===== config.mk =====
export PLATFORM = sky130hd
export DESIGN_NAME = lsu_mmio_hs
export DESIGN_NICKNAME = d
export VERILOG_FILES = /design/src/rtl/lsu_pkg.sv /design/src/rtl/lsu_lane_align.sv /design/src/rtl/lsu_mmio_hs.sv
export SDC_FILE = /design/constraint.sdc
export NUM_CORES = 1
export LEC_CHECK = 0
export ABC_AREA = 1
export CORE_MARGIN = 10
export CORE_UTILIZATION = 45
export DETAILED_ROUTE_END_ITERATION = 10
export PLACE_DENSITY_LB_ADDON = 0.25
export REMOVE_ABC_BUFFERS = 1
export SYNTH_ARGS = -nofsm -noshare
export SYNTH_HDL_FRONTEND = slang
export SYNTH_SLANG_ARGS = --single-unit

===== constraint.sdc =====
create_clock -name i_clk -period 50.9 [get_ports i_clk]
set_clock_uncertainty 0.15 [all_clocks]
set_input_delay 15.27 -clock i_clk [delete_from_list [all_inputs] [get_ports i_clk]]
set_output_delay 15.27 -clock i_clk [all_outputs]
set_load 0.01 [all_outputs]

===== src/rtl/lsu_pkg.sv =====
// Shared encodings for the LSU MMIO handshake block: access sizes, IO region
// bases and the control FSM states.
package lsu_pkg;

    localparam logic [1:0]  OP_WORD  = 2'b00;
    localparam logic [1:0]  OP_HALF  = 2'b10;
    localparam logic [1:0]  OP_BYTE  = 2'b11;

    localparam logic [15:0] OUT_BASE = 16'h1000;
    localparam logic [15:0] IN_BASE  = 16'h1001;

    typedef enum logic [1:0] {
        ST_IDLE   = 2'd0,
        ST_RAM_RD = 2'd1,
        ST_RESP   = 2'd2
    } lsu_state_e;

endpackage


===== src/rtl/lsu_lane_align.sv =====
// Combinational lane steering: store byte enables and lane replication, load
// lane extraction with sign/zero extension, and alignment checking.
module lsu_lane_align
    import lsu_pkg::*;
(
    input  logic [1:0]  op_i,
    input  logic [1:0]  addr_i,
    input  logic        ld_un_i,
    input  logic [31:0] wdata_i,
    input  logic [31:0] rword_i,
    output logic [3:0]  be_o,
    output logic [31:0] wdata_o,
    output logic [31:0] rdata_o,
    output logic        misalign_o
);

    logic [15:0] half_s;
    logic [7:0]  byte_s;

    // Lane select and size-dependent steering
    always_comb begin
        half_s     = addr_i[1] ? rword_i[31:16] : rword_i[15:0];
        byte_s     = rword_i[7:0];
        be_o       = 4'b1111;
        wdata_o    = wdata_i;
        rdata_o    = rword_i;
        misalign_o = 1'b0;
        case (addr_i)
            2'd0:    byte_s = rword_i[7:0];
            2'd1:    byte_s = rword_i[15:8];
            2'd2:    byte_s = rword_i[23:16];
            default: byte_s = rword_i[31:24];
        endcase
        case (op_i)
            OP_HALF: begin
                be_o       = addr_i[1] ? 4'b1100 : 4'b0011;
                wdata_o    = {2{wdata_i[15:0]}};
                rdata_o    = ld_un_i ? {16'd0, half_s} : {{16{half_s[15]}}, half_s};
                misalign_o = addr_i[0];
            end
            OP_BYTE: begin
                be_o       = 4'b0001 << addr_i;
                wdata_o    = {4{wdata_i[7:0]}};
                rdata_o    = ld_un_i ? {24'd0, byte_s} : {{24{byte_s[7]}}, byte_s};
                misalign_o = 1'b0;
            end
            default: begin
                be_o       = 4'b1111;
                wdata_o    = wdata_i;
                rdata_o    = rword_i;
                misalign_o = (addr_i != 2'b00);
            end
        endcase
    end

endmodule


===== src/rtl/lsu_mmio_hs.sv =====
// Load/store unit front end: decodes RAM / output-register / input-register
// regions behind a valid-ready request and a one-cycle ack.
module lsu_mmio_hs
    import lsu_pkg::*;
#(
    parameter int ADDRBIT = 14,
    parameter int NUM_OUT = 8,
    parameter int NUM_IN  = 2,
    parameter int RAM_LAT = 1
) (
    input  logic                  i_clk,
    input  logic                  i_reset,
    input  logic                  i_req,
    output logic                  o_ready,
    input  logic                  i_we,
    input  logic [31:0]           i_addr,
    input  logic [31:0]           i_wdata,
    input  logic [1:0]            i_op,
    input  logic                  i_ld_un,
    output logic                  o_ack,
    output logic [31:0]           o_rdata,
    output logic                  o_fault,
    output logic [NUM_OUT*32-1:0] o_io_out,
    input  logic [NUM_IN*32-1:0]  i_io_in,
    output logic [ADDRBIT-3:0]    o_ram_addr,
    output logic                  o_ram_we,
    output logic [3:0]            o_ram_be,
    output logic [31:0]           o_ram_wdata,
    input  logic [31:0]           i_ram_rdata
);

    localparam logic [4:0] NUM_OUT_L = 5'(NUM_OUT);
    localparam logic [4:0] NUM_IN_L  = 5'(NUM_IN);
    localparam logic [2:0] LAT_LAST  = 3'(RAM_LAT - 1);

    lsu_state_e                  state_q, state_d;
    logic [2:0]                  cnt_q, cnt_d;
    logic [ADDRBIT-1:0]          addr_q, addr_d;
    logic [31:0]                 wdata_q, wdata_d;
    logic [1:0]                  op_q, op_d;
    logic                        ld_un_q, ld_un_d;
    logic                        we_q, we_d;
    logic                        ram_q, ram_d;
    logic                        fault_q, fault_d;
    logic [31:0]                 rdata_q, rdata_d;
    logic [3:0]                  be_q, be_d;
    logic [NUM_OUT-1:0][31:0]    io_out_q, io_out_d;
    logic [NUM_IN-1:0][31:0]     sync1_q, sync2_q;

    logic        idle_s, accept_s, ram_hit_s, out_hit_s, in_hit_s, fault_s;
    logic [3:0]  idx_s;
    logic [31:0] io_word_s;
    logic [1:0]  la_op_s, la_addr_s;
    logic        la_un_s, la_misalign_s;
    logic [31:0] la_rword_s, la_wdata_s, la_rdata_s;
    logic [3:0]  la_be_s;

    // While idle the lane logic works on the live request, afterwards on the captured one
    assign idle_s     = (state_q == ST_IDLE);
    assign accept_s   = i_req & idle_s;
    assign la_op_s    = idle_s ? i_op : op_q;
    assign la_addr_s  = idle_s ? i_addr[1:0] : addr_q[1:0];
    assign la_un_s    = idle_s ? i_ld_un : ld_un_q;
    assign la_rword_s = idle_s ? io_word_s : i_ram_rdata;

    lsu_lane_align u_align (
        .op_i       (la_op_s),
        .addr_i     (la_addr_s),
        .ld_un_i    (la_un_s),
        .wdata_i    (i_wdata),
        .rword_i    (la_rword_s),
        .be_o       (la_be_s),
        .wdata_o    (la_wdata_s),
        .rdata_o    (la_rdata_s),
        .misalign_o (la_misalign_s)
    );

    // Region decode and IO read mux for the request on the bus
    always_comb begin
        idx_s     = i_addr[15:12];
        ram_hit_s = ((i_addr >> ADDRBIT) == 32'd0);
        out_hit_s = (i_addr[31:16] == OUT_BASE) && ({1'b0, idx_s} < NUM_OUT_L);
        in_hit_s  = (i_addr[31:16] == IN_BASE) && ({1'b0, idx_s} < NUM_IN_L);
        fault_s   = la_misalign_s | ~(ram_hit_s | out_hit_s | in_hit_s) | (in_hit_s & i_we);
        io_word_s = 32'd0;
        for (int k = 0; k < NUM_OUT; k++) begin
            io_word_s = (out_hit_s && idx_s == 4'(k)) ? io_out_q[k] : io_word_s;
        end
        for (int k = 0; k < NUM_IN; k++) begin
            io_word_s = (in_hit_s && idx_s == 4'(k)) ? sync2_q[k] : io_word_s;
        end
    end

    // FSM next state, request capture and output-register update
    always_comb begin
        state_d  = state_q;
        cnt_d    = cnt_q;
        addr_d   = addr_q;
        wdata_d  = wdata_q;
        op_d     = op_q;
        ld_un_d  = ld_un_q;
        we_d     = we_q;
        ram_d    = ram_q;
        fault_d  = fault_q;
        rdata_d  = rdata_q;
        be_d     = be_q;
        io_out_d = io_out_q;
        case (state_q)
            ST_IDLE: begin
                if (accept_s) begin
                    addr_d  = i_addr[ADDRBIT-1:0];
                    wdata_d = la_wdata_s;
                    op_d    = i_op;
                    ld_un_d = i_ld_un;
                    we_d    = i_we;
                    ram_d   = ram_hit_s;
                    fault_d = fault_s;
                    cnt_d   = 3'd0;
                    be_d    = (ram_hit_s & i_we & ~fault_s) ? la_be_s : 4'b0000;
                    if (fault_s) begin
                        rdata_d = 32'd0;
                    end else if (i_we | ram_hit_s) begin
                        rdata_d = rdata_q;
                    end else begin
                        rdata_d = la_rdata_s;
                    end
                    for (int k = 0; k < NUM_OUT; k++) begin
                        for (int b = 0; b < 4; b++) begin
                            io_out_d[k][8*b +: 8] =
                                (out_hit_s && i_we && !fault_s && idx_s == 4'(k) && la_be_s[b])
                                ? la_wdata_s[8*b +: 8] : io_out_q[k][8*b +: 8];
                        end
                    end
                    state_d = (ram_hit_s & ~i_we & ~fault_s) ? ST_RAM_RD : ST_RESP;
                end else begin
                    state_d = ST_IDLE;
                end
            end
            ST_RAM_RD: begin
                if (cnt_q == LAT_LAST) begin
                    rdata_d = la_rdata_s;
                    state_d = ST_RESP;
                end else begin
                    cnt_d   = cnt_q + 3'd1;
                    state_d = ST_RAM_RD;
                end
            end
            ST_RESP: state_d = ST_IDLE;
            default: state_d = ST_IDLE;
        endcase
    end

    // State and datapath registers
    always_ff @(posedge i_clk or posedge i_reset) begin
        if (i_reset) begin
            state_q  <= ST_IDLE;
            cnt_q    <= 3'd0;
            addr_q   <= '0;
            wdata_q  <= 32'd0;
            op_q     <= 2'b00;
            ld_un_q  <= 1'b0;
            we_q     <= 1'b0;
            ram_q    <= 1'b0;
            fault_q  <= 1'b0;
            rdata_q  <= 32'd0;
            be_q     <= 4'b0000;
            io_out_q <= '0;
        end else begin
            state_q  <= state_d;
            cnt_q    <= cnt_d;
            addr_q   <= addr_d;
            wdata_q  <= wdata_d;
            op_q     <= op_d;
            ld_un_q  <= ld_un_d;
            we_q     <= we_d;
            ram_q    <= ram_d;
            fault_q  <= fault_d;
            rdata_q  <= rdata_d;
            be_q     <= be_d;
            io_out_q <= io_out_d;
        end
    end

    // Two-flop synchroniser for the asynchronous input words
    always_ff @(posedge i_clk or posedge i_reset) begin
        if (i_reset) begin
            sync1_q <= '0;
            sync2_q <= '0;
        end else begin
            sync1_q <= i_io_in;
            sync2_q <= sync1_q;
        end
    end

    // RAM sees the live address at accept so read data lands RAM_LAT cycles later
    assign o_ram_addr  = idle_s ? i_addr[ADDRBIT-1:2] : addr_q[ADDRBIT-1:2];
    assign o_ram_we    = (state_q == ST_RESP) & we_q & ram_q & ~fault_q;
    assign o_ram_be    = be_q;
    assign o_ram_wdata = wdata_q;
    assign o_ready     = idle_s;
    assign o_ack       = (state_q == ST_RESP);
    assign o_rdata     = rdata_q;
    assign o_fault     = fault_q;
    assign o_io_out    = io_out_q;

endmodule


# Word level (Yosys, flattened, before mapping)
# Index checks and enable logic that the tools add are counted.
[classes]
order_cmp = 2
add_sub_neg = 1
reduce_logical = 97
n_eq_ne = 19
shifts = 1
n_bitwise = 18
muxes = 37
[ops]
columns = ["op", "count"]
rows = [
  ["two-way mux 32 bit", 17],
  ["case mux 32 bit (2 select lines)", 3],
  ["AND reduction 3 bit", 33],
  ["logical AND 1 bit", 54],
  ["equality test 16 x 13 -> 1 bit (second input constant)", 2],
  ["logical NOT 32 bit", 1],
  ["case mux 8 bit (3 select lines)", 1],
  ["equality test 4 x 3 -> 1 bit (second input constant)", 4],
  ["two-way mux 16 bit", 1],
  ["two-way mux 12 bit", 1],
  ["two-way mux 2 bit", 5],
  ["AND 1 bit", 9],
  ["equality test 2 bit (second input constant)", 4],
  ["equality test 4 x 2 -> 1 bit (second input constant)", 2],
  ["two-way mux 4 bit", 2],
  ["case mux 4 bit (2 select lines)", 1],
  ["two-way mux 3 bit", 2],
  ["case mux 3 bit (2 select lines)", 1],
  ["bitwise OR 1 bit", 5],
  ["equality test 2 x 1 -> 1 bit (second input constant)", 2],
  ["equality test 4 x 1 -> 1 bit (second input constant)", 1],
  ["logical NOT 2 bit", 2],
  ["logical NOT 4 bit", 1],
  ["less-than comparator 4 x 2 -> 1 bit (second input constant)", 1],
  ["other kinds (15)", 20],
]
[word_totals]
reg_bits = 477
elab_cells = 222
inputBits = 167

# Longest topological paths before layout
# Gate-level depths: netlist of run 1.
[depth]
word_depth = 21
depth_mapped = 23
mapped_depth_nobuf = 22

# Modules after synthesis
# Synthesis of run 1 repeated with hierarchy kept, for this count alone.
[hier_totals]
cells_unflattened = 2559
hier_area_um2 = 20880.0
[by_module_without_submodules]
columns = ["mod", "area_per_inst_um2", "n_inst", "seq_area_each_um2", "cells_each"]
rows = [
  ["lsu_mmio_hs", 19627.6, 1, 11936.4, 2309],
  ["lsu_lane_align", 1252.5, 1, 0.0, 250],
]

# Worst setup path after synthesis of run 1
# No wires, ideal clock.
[synth_path]
kind = "input -> output"
from = "in i_addr[12]"
to = "out o_ram_addr[10]"
required_time_ns = 35.480
setup_slack_ns = 19.887
arrival_time_ns = 15.593
n_path_buf = 0
stages = 2
cell_sequence = "inv_1 -> o21ai_0"
[synth_between]
elab_chain_cells = 1
[synth_rtl]
columns = ["item", "line_no", "source"]
rows = [
  ["from (decl)", "lsu_mmio_hs.sv:16", "input logic [31:0] i_addr,"],
  ["two-way mux 12 bit", "lsu_mmio_hs.sv:196", "assign o_ram_addr = idle_s ? i_addr[ADDRBIT-1:2] : addr_q[ADDRBIT-1:2];"],
  ["to (decl)", "lsu_mmio_hs.sv:25", "output logic [ADDRBIT-3:0] o_ram_addr,"],
]
# Every way passes these cells.

# Worst setup path after layout of run 1
[layout_path]
from = "in i_addr[13]"
to = "out o_ram_addr[11]"
# Same word-level chain as after synthesis.

==> results of run 1 <==
-- worst min path at each step --
stage                     start           to  slack (ns)  depth (start not counted)
floorplan            sync1_q[0]   sync2_q[0]        0.18                          0
global placement    sync1_q[53]  sync2_q[53]        0.18                          0
detailed placement  sync1_q[10]  sync2_q[10]        0.18                          0
CTS                  sync1_q[2]   sync2_q[2]        0.20                          0
global route        sync1_q[57]  sync2_q[57]        0.20                          0
finish              sync1_q[57]  sync2_q[57]        0.20                          0
-- cell usage in the layout (no fill, tap or decap), drive strengths merged, types with 38 or more instances in the layout --
cell	n
nand2	793
nor2	133
inv	125
clkdlybuf4s50	506
dfrtp	477
o21ai	369
clkbuf	64
nand4	38
a21oi	171
nand3	85
-- per-layer routing --
layer  global-route usage  vias to the layer above  routed length [µm]  share of wire
li1                     -                     8709                   -              -
met1                0.380                     9578               32800           0.39
met2                0.494                     1004               40400           0.48
met3               0.0747                      174                8230          0.097
met4                0.113                       10                3000          0.036
met5                    0                        -                  69        0.00082
-- cells by family (layout without fill, tap and decap cells) --
group                    count (synthesis)  count (layout)  synth area share
AND/OR/NAND/NOR                       1082            1082             0.221
flip-flops                             477             477             0.584
other                                    0               6                 0
AO/OA/AOI/OAI                          568             568             0.145
buffers and inverters                  238             743            0.0489
XOR/XNOR                                 1               1          0.000428
adder cells (fa/ha/maj)                  2               2           0.00122
-- worst max-delay path: stages --
cell	delay, ns
sky130_fd_sc_hd__clkdlybuf4s50_1	0.58
sky130_fd_sc_hd__inv_2	0.09
sky130_fd_sc_hd__o21ai_0	0.16
sky130_fd_sc_hd__clkdlybuf4s50_1	0.56
-- registers in the layout (all words and copies together), names as in the netlist --
register and cells:
o_io_out 256, sync1_q 64, sync2_q 64, o_ram_wdata 32, o_rdata 32, addr_q 14, o_ram_be 4, cnt_q 3
op_q 2, state_q 2, ld_un_q 1, o_fault 1, ram_q 1, we_q 1
-- layout make-up --
type	count	area, µm²
well taps	600	751
clock buffers	64	1430
multi-input cells	1653	7530
fillers	3891	17500
inverters	125	477
clock inverters	28	372
diodes	6	15.0
repair buffers	526	5220
flip-flops and latches	477	11900
-- stage by stage --
stage	instance area, µm²	hold WS (ns)
floorplan	19900	0.181
global placement	25900	0.182
detailed placement	25900	0.185
CTS	27700	0.198
global route	27700	0.204
finish	27700	0.197
-- where the power goes --
group	switching [µW]	total (µW)	internal [µW]	leakage [µW]
combinational	50.0	80.1	30.1	0.00538
clock	162	401	239	0.000878
sequential	5.07	395	390	0.00628
==> flow_summary.json, run 1 <==
{
  "synth_edf_count": 0,
  "fraction_of_layout_cells_with_a_size_suffix_above_1": 0.0609,
  "ir_worst_vdd_uv": 25.5,
  "synth_top_area_share": 0.584,
  "grt_overflow": 0,
  "synthDominantAreaCellType": "sky130_fd_sc_hd__dfrtp_1",
  "rsz0062_at_grt": "false",
  "preCtsSetupSlack_ns": 18.82,
  "initial_utilization": 0.452,
  "crit_path_time_final_ns": 32.09,
  "worstRegToRegCells": 13,
  "worstPathRequired_ns": 35.48,
  "core_utilization_of_the_finished_layout": 0.614,
  "synth_seq_cells": 477,
  "netlist_area_mm2": 0.0204,
  "clock_path_buffers": 3,
  "die-height_um": 233,
  "synth-seq-area-share": 0.584,
  "tritoncts_clock_tree": "done",
  "numCtsBuffers": 51,
  "highest_clock_rate_mhz": 31.2,
  "postRouteWirelength_um": 84400,
  "post_cts_resize_count": 0,
  "gr-usage-all-layers": 0.301,
  "crit_path_max_fanout": 5,
  "worstSetupStartpoint": "i_addr[13]",
  "netlist_instances": 2368,
  "timing.final.setup_violations": 0,
  "port_buffers": 506,
  "place.detailed.instances": 3381,
  "worst_hold_path_type": "reg2reg",
  "worst_skew_pair_later_pin_latency_ns": 0.60,
  "num_rows": 78,
  "post-route-drc-count": 0,
  "synth_top_cells_by_count": "sky130_fd_sc_hd__nand2_1 (789), sky130_fd_sc_hd__dfrtp_1 (477), sky130_fd_sc_hd__o21ai_0 (350)",
  "floorplan.die_area_mm2": 0.0544,
  "syn_avg_cell_area_um2": 8.63,
  "finalSetupTns_ns": 0,
  "via_count": 19500,
  "place.gp.congestion": 0.907,
  "dieWidth_um": 233,
  "finalMaxSlewViolations": 0,
  "synth.area.top_cells": "sky130_fd_sc_hd__dfrtp_1 (58%), sky130_fd_sc_hd__nand2_1 (14%), sky130_fd_sc_hd__o21ai_0 (8.6%)",
  "worst_setup_path_start_kind": "input pin",
  "place_hpwl_um": 61000,
  "setup.worst_path.class": "in2out",
  "timing.final.crit_share": 0.630,
  "post_drt_wl_per_cell_um": 24.3,
  "r2r_setup_slack_ns": 45.61,
  "h-tree-depth": 2,
  "setup.worst_path.end_class": "primary output",
  "layout_area_growth_over_synthesis_pct": 35.6,
  "final_nets": 3003,
  "maximum_number_of_pins_on_one_net_before_global_route_repair": 146,
  "grt_pass1_wl_um": 122000,
  "initialDrtViolationCount": 2251,
  "cts.sinks": 477,
  "synth_async_sr_flop_share": 1.00,
  "grt_antenna_before_repair": 12,
  "cp.arrival_ns": 16.67,
  "finalHoldViolCount": 0,
  "antenna_left": 0,
  "synth.most_common_cell": "sky130_fd_sc_hd__nand2_1",
  "max-slew-margin-rel": 0.277,
  "synth_flop_cell": "sky130_fd_sc_hd__dfrtp_1",
  "clkTransAtPathRegs_ns": 0.05,
  "stdcell_count": 3479,
  "power_per_unit_of_standard_cell_area_mw_per_mm2": 31.6,
  "worstMarginPinSlew_ns": 1.09,
  "detailedRoute.firstPassIterationCount": 9,
  "cts_root_buffer": "sky130_fd_sc_hd__clkbuf_16",
  "worstReg2RegEnd": "o_io_out[8]",
  "max_cap_violations": 0,
  "status": "finished clean",
  "core_area_mm2": 0.0452,
  "post_cts_hold_buffer_count": 0,
  "count_of_warnings_emitted_by_yosys": 0,
  "crit_end": "o_ram_addr[11]",
  "cts.repair_timing.setup_buffer_count": 0,
  "via_per_inst": 5.60,
  "ys_types": 41,
  "number_of_global_route_vias_before_repair": 18800,
  "worstReg2RegStart": "state_q[0]",
  "fin_total_pwr_uw": 877,
  "leak_pwr_uw": 0.0125,
  "final_critical_path_setup_slack_ns": 18.81,
  "floorplan.io_pins": 507
}
Power figures use the tool's default switching activity.
==> run 2, diff against run 1 <==
Clock period 50.9 ns to 29.2 ns, I/O delays scaled along.
==> run 2 against run 1 <==
Compared with the run above:
- design area shrank 0.26%
- clock power is 66% higher
- worst hold slack lost 0.0076 ns
- routed wire length fell by 1.3%
- count of clock-buffer cells in the layout is 4 higher
- total power increased by 71%
- worst setup slack worse by 8.7 ns
- largest cell class unchanged
==> flow_summary.json, run 2 (synthesis gave the netlist of run 1 again) <==
{
  "grt_overflow": 0,
  "dieWidth_um": 233,
  "n_fill_cell": 3847,
  "h-tree-depth": 2,
  "num_rows": 78,
  "max_cap_violations": 0,
  "clkTransAtPathRegs_ns": 0.07,
  "gr-usage-all-layers": 0.299,
  "power_per_unit_of_standard_cell_area_mw_per_mm2": 54.1,
  "grt_antenna_before_repair": 8,
  "initialDrtViolationCount": 2110,
  "setup.worst_path.class": "in2out",
  "finalHoldViolCount": 0,
  "layout_area_growth_over_synthesis_pct": 35.2,
  "highest_clock_rate_mhz": 52.3,
  "rsz0062_at_grt": "false",
  "final_common_cell": "sky130_fd_sc_hd__nand2_1",
  "tritoncts_clock_tree": "done",
  "dpl_cell_area_mm2": 0.0259,
  "finalSetupTns_ns": 0,
  "timing.final.crit_share": 0.654,
  "worst_skew_pair_later_pin_latency_ns": 0.60,
  "floorplan.die_area_mm2": 0.0544,
  "grt_pass1_wl_um": 122000,
  "floorplan.io_pins": 507,
  "maximum_number_of_pins_on_one_net_before_global_route_repair": 170,
  "timing.final.setup_violations": 0,
  "cts.sinks": 477,
  "power.share.clock": 0.446,
  "initial_utilization": 0.452,
  "post-route-drc-count": 0,
  "buf_inv_on_cp": 3,
  "clock_path_buffers": 3,
  "fraction_of_layout_cells_with_a_size_suffix_above_1": 0.0598,
  "finish.instance_area_mm2": 0.0276,
  "status": "finished clean",
  "worst_setup_path_start_kind": "input pin",
  "slowest_delay_ns": 0.58,
  "cp.arrival_ns": 10.20,
  "timing.critical_path.cells": "clkdlybuf4s50_1, inv_1, o21ai_0, clkdlybuf4s50_1",
  "worst_hold_path_type": "reg2reg",
  "finalMaxSlewViolations": 0,
  "cts.repair_timing.setup_buffer_count": 0,
  "place.gp.congestion": 0.925,
  "seq_power_share": 0.461,
  "ir_worst_vdd_uv": 42.5,
  "crit_path_top_delay_cell": "sky130_fd_sc_hd__clkdlybuf4s50_1",
  "post_drt_wl_per_cell_um": 24.0,
  "place_hpwl_um": 60500,
  "number_of_global_route_vias_before_repair": 18900,
  "postRouteWirelength_um": 83400,
  "final_nets": 3002,
  "worstPathRequired_ns": 20.29,
  "max-slew-margin-rel": 0.232,
  "worstMarginPinSlew_ns": 1.15,
  "cts_root_buffer": "sky130_fd_sc_hd__clkbuf_16",
  "setup.worst_path.end_class": "primary output",
  "port_buffers": 506,
  "power.combinational.fraction": 0.093,
  "numCtsBuffers": 51,
  "die-height_um": 233,
  "crit_path_max_fanout": 5,
  "leak_pwr_uw": 0.0125,
  "crit_path_time_final_ns": 19.11,
  "largest_register_ffs": 256,
  "antenna_left": 0,
  "most-common-layout-cells": "sky130_fd_sc_hd__nand2_1 (788), sky130_fd_sc_hd__clkdlybuf4s50_1 (506), sky130_fd_sc_hd__dfrtp_1 (477)",
  "switching_power_total_uw": 372,
  "post_cts_hold_buffer_count": 0,
  "detailedRoute.firstPassIterationCount": 6,
  "via_count": 19400,
  "via_per_inst": 5.58,
  "internal-power_uw": 1120,
  "post_cts_resize_count": 0,
  "cp_common_cell": "sky130_fd_sc_hd__clkdlybuf4s50_1",
  "fraction_of_power_spent_switching_nets": 0.249,
  "critical-path-top-delay-family": "buffers and inverters",
  "core_area_mm2": 0.0452
}
==> run 2: power by group through the flow <==
stage	registers [µW]	logic [µW]	clock network, µW
2_1_floorplan	703	59.6	0
3_5_place_dp	701	139	0
6_report	689	139	667
3_3_place_gp	700	138	0
5_1_grt	691	152	696
4_1_cts	689	140	671
==> run 2: routing by layer <==
metal	share of wire	global-route usage	wire length [µm]	vias up
met1	0.38	0.371	31900	9515
met4	0.037	0.118	3120	6
met2	0.48	0.491	40000	1038
met3	0.10	0.0785	8360	154
li1	-	-	-	8703
met5	0.00035	0	29	-
==> run 2: path summary, 6_finish.rpt <==
path                                   end  cells after the start  slack (ns)        start
max in group asynchronous      sync1_q[11]                      4       18.19      i_reset
hold reg to reg                sync2_q[55]                      0        0.19  sync1_q[55]
setup / recovery            o_ram_addr[10]                      4       10.09   i_addr[12]
hold / removal                 sync2_q[55]                      0        0.19  sync1_q[55]
setup reg to reg              o_io_out[47]                     13       24.03   state_q[0]
min in group asynchronous  o_ram_wdata[22]                      2        8.57      i_reset
==> run 2: cell type report <==
cell class                 instances  area, µm²  share of cell area
sequential                       477      11900               0.432
antenna                            6       15.0            0.000543
timing repair buffer             525       5220               0.189
inverter                         125        477              0.0172
clock inverter                    26        279              0.0101
clock buffer                      68       1440              0.0521
multi-input combinational       1653       7530               0.272
tap                              600        751              0.0272
==> run 2: stage by stage <==
step | worst slack (ns) | power (µW) | hold slack (ns) | std cells | utilization
after floorplan | 6.98 | 763 | 0.181 | 2255 | -
after global placement | 10.16 | 838 | 0.182 | 3380 | 0.574
after detailed placement | 10.11 | 841 | 0.185 | 3380 | 0.574
after CTS | 10.10 | 1500 | 0.191 | 3474 | 0.612
after global routing | 10.03 | 1540 | 0.199 | 3479 | 0.612
final | 10.09 | 1500 | 0.189 | 3480 | 0.612
==> run 2: worst register-to-register path, stage by stage, from the launching register on <==
cell	delay [ns]
sky130_fd_sc_hd__dfrtp_1	0.42
sky130_fd_sc_hd__nor2_4	0.11
sky130_fd_sc_hd__buf_4	0.43
sky130_fd_sc_hd__inv_2	0.29
sky130_fd_sc_hd__buf_4	0.35
sky130_fd_sc_hd__nand2_1	0.13
sky130_fd_sc_hd__nand2_1	0.08
sky130_fd_sc_hd__inv_2	0.60
sky130_fd_sc_hd__nor2_2	0.36
sky130_fd_sc_hd__inv_1	0.44
sky130_fd_sc_hd__o21ai_0	0.13
sky130_fd_sc_hd__nor2_1	0.58
sky130_fd_sc_hd__nand2_1	0.60
sky130_fd_sc_hd__o21ai_0	0.39
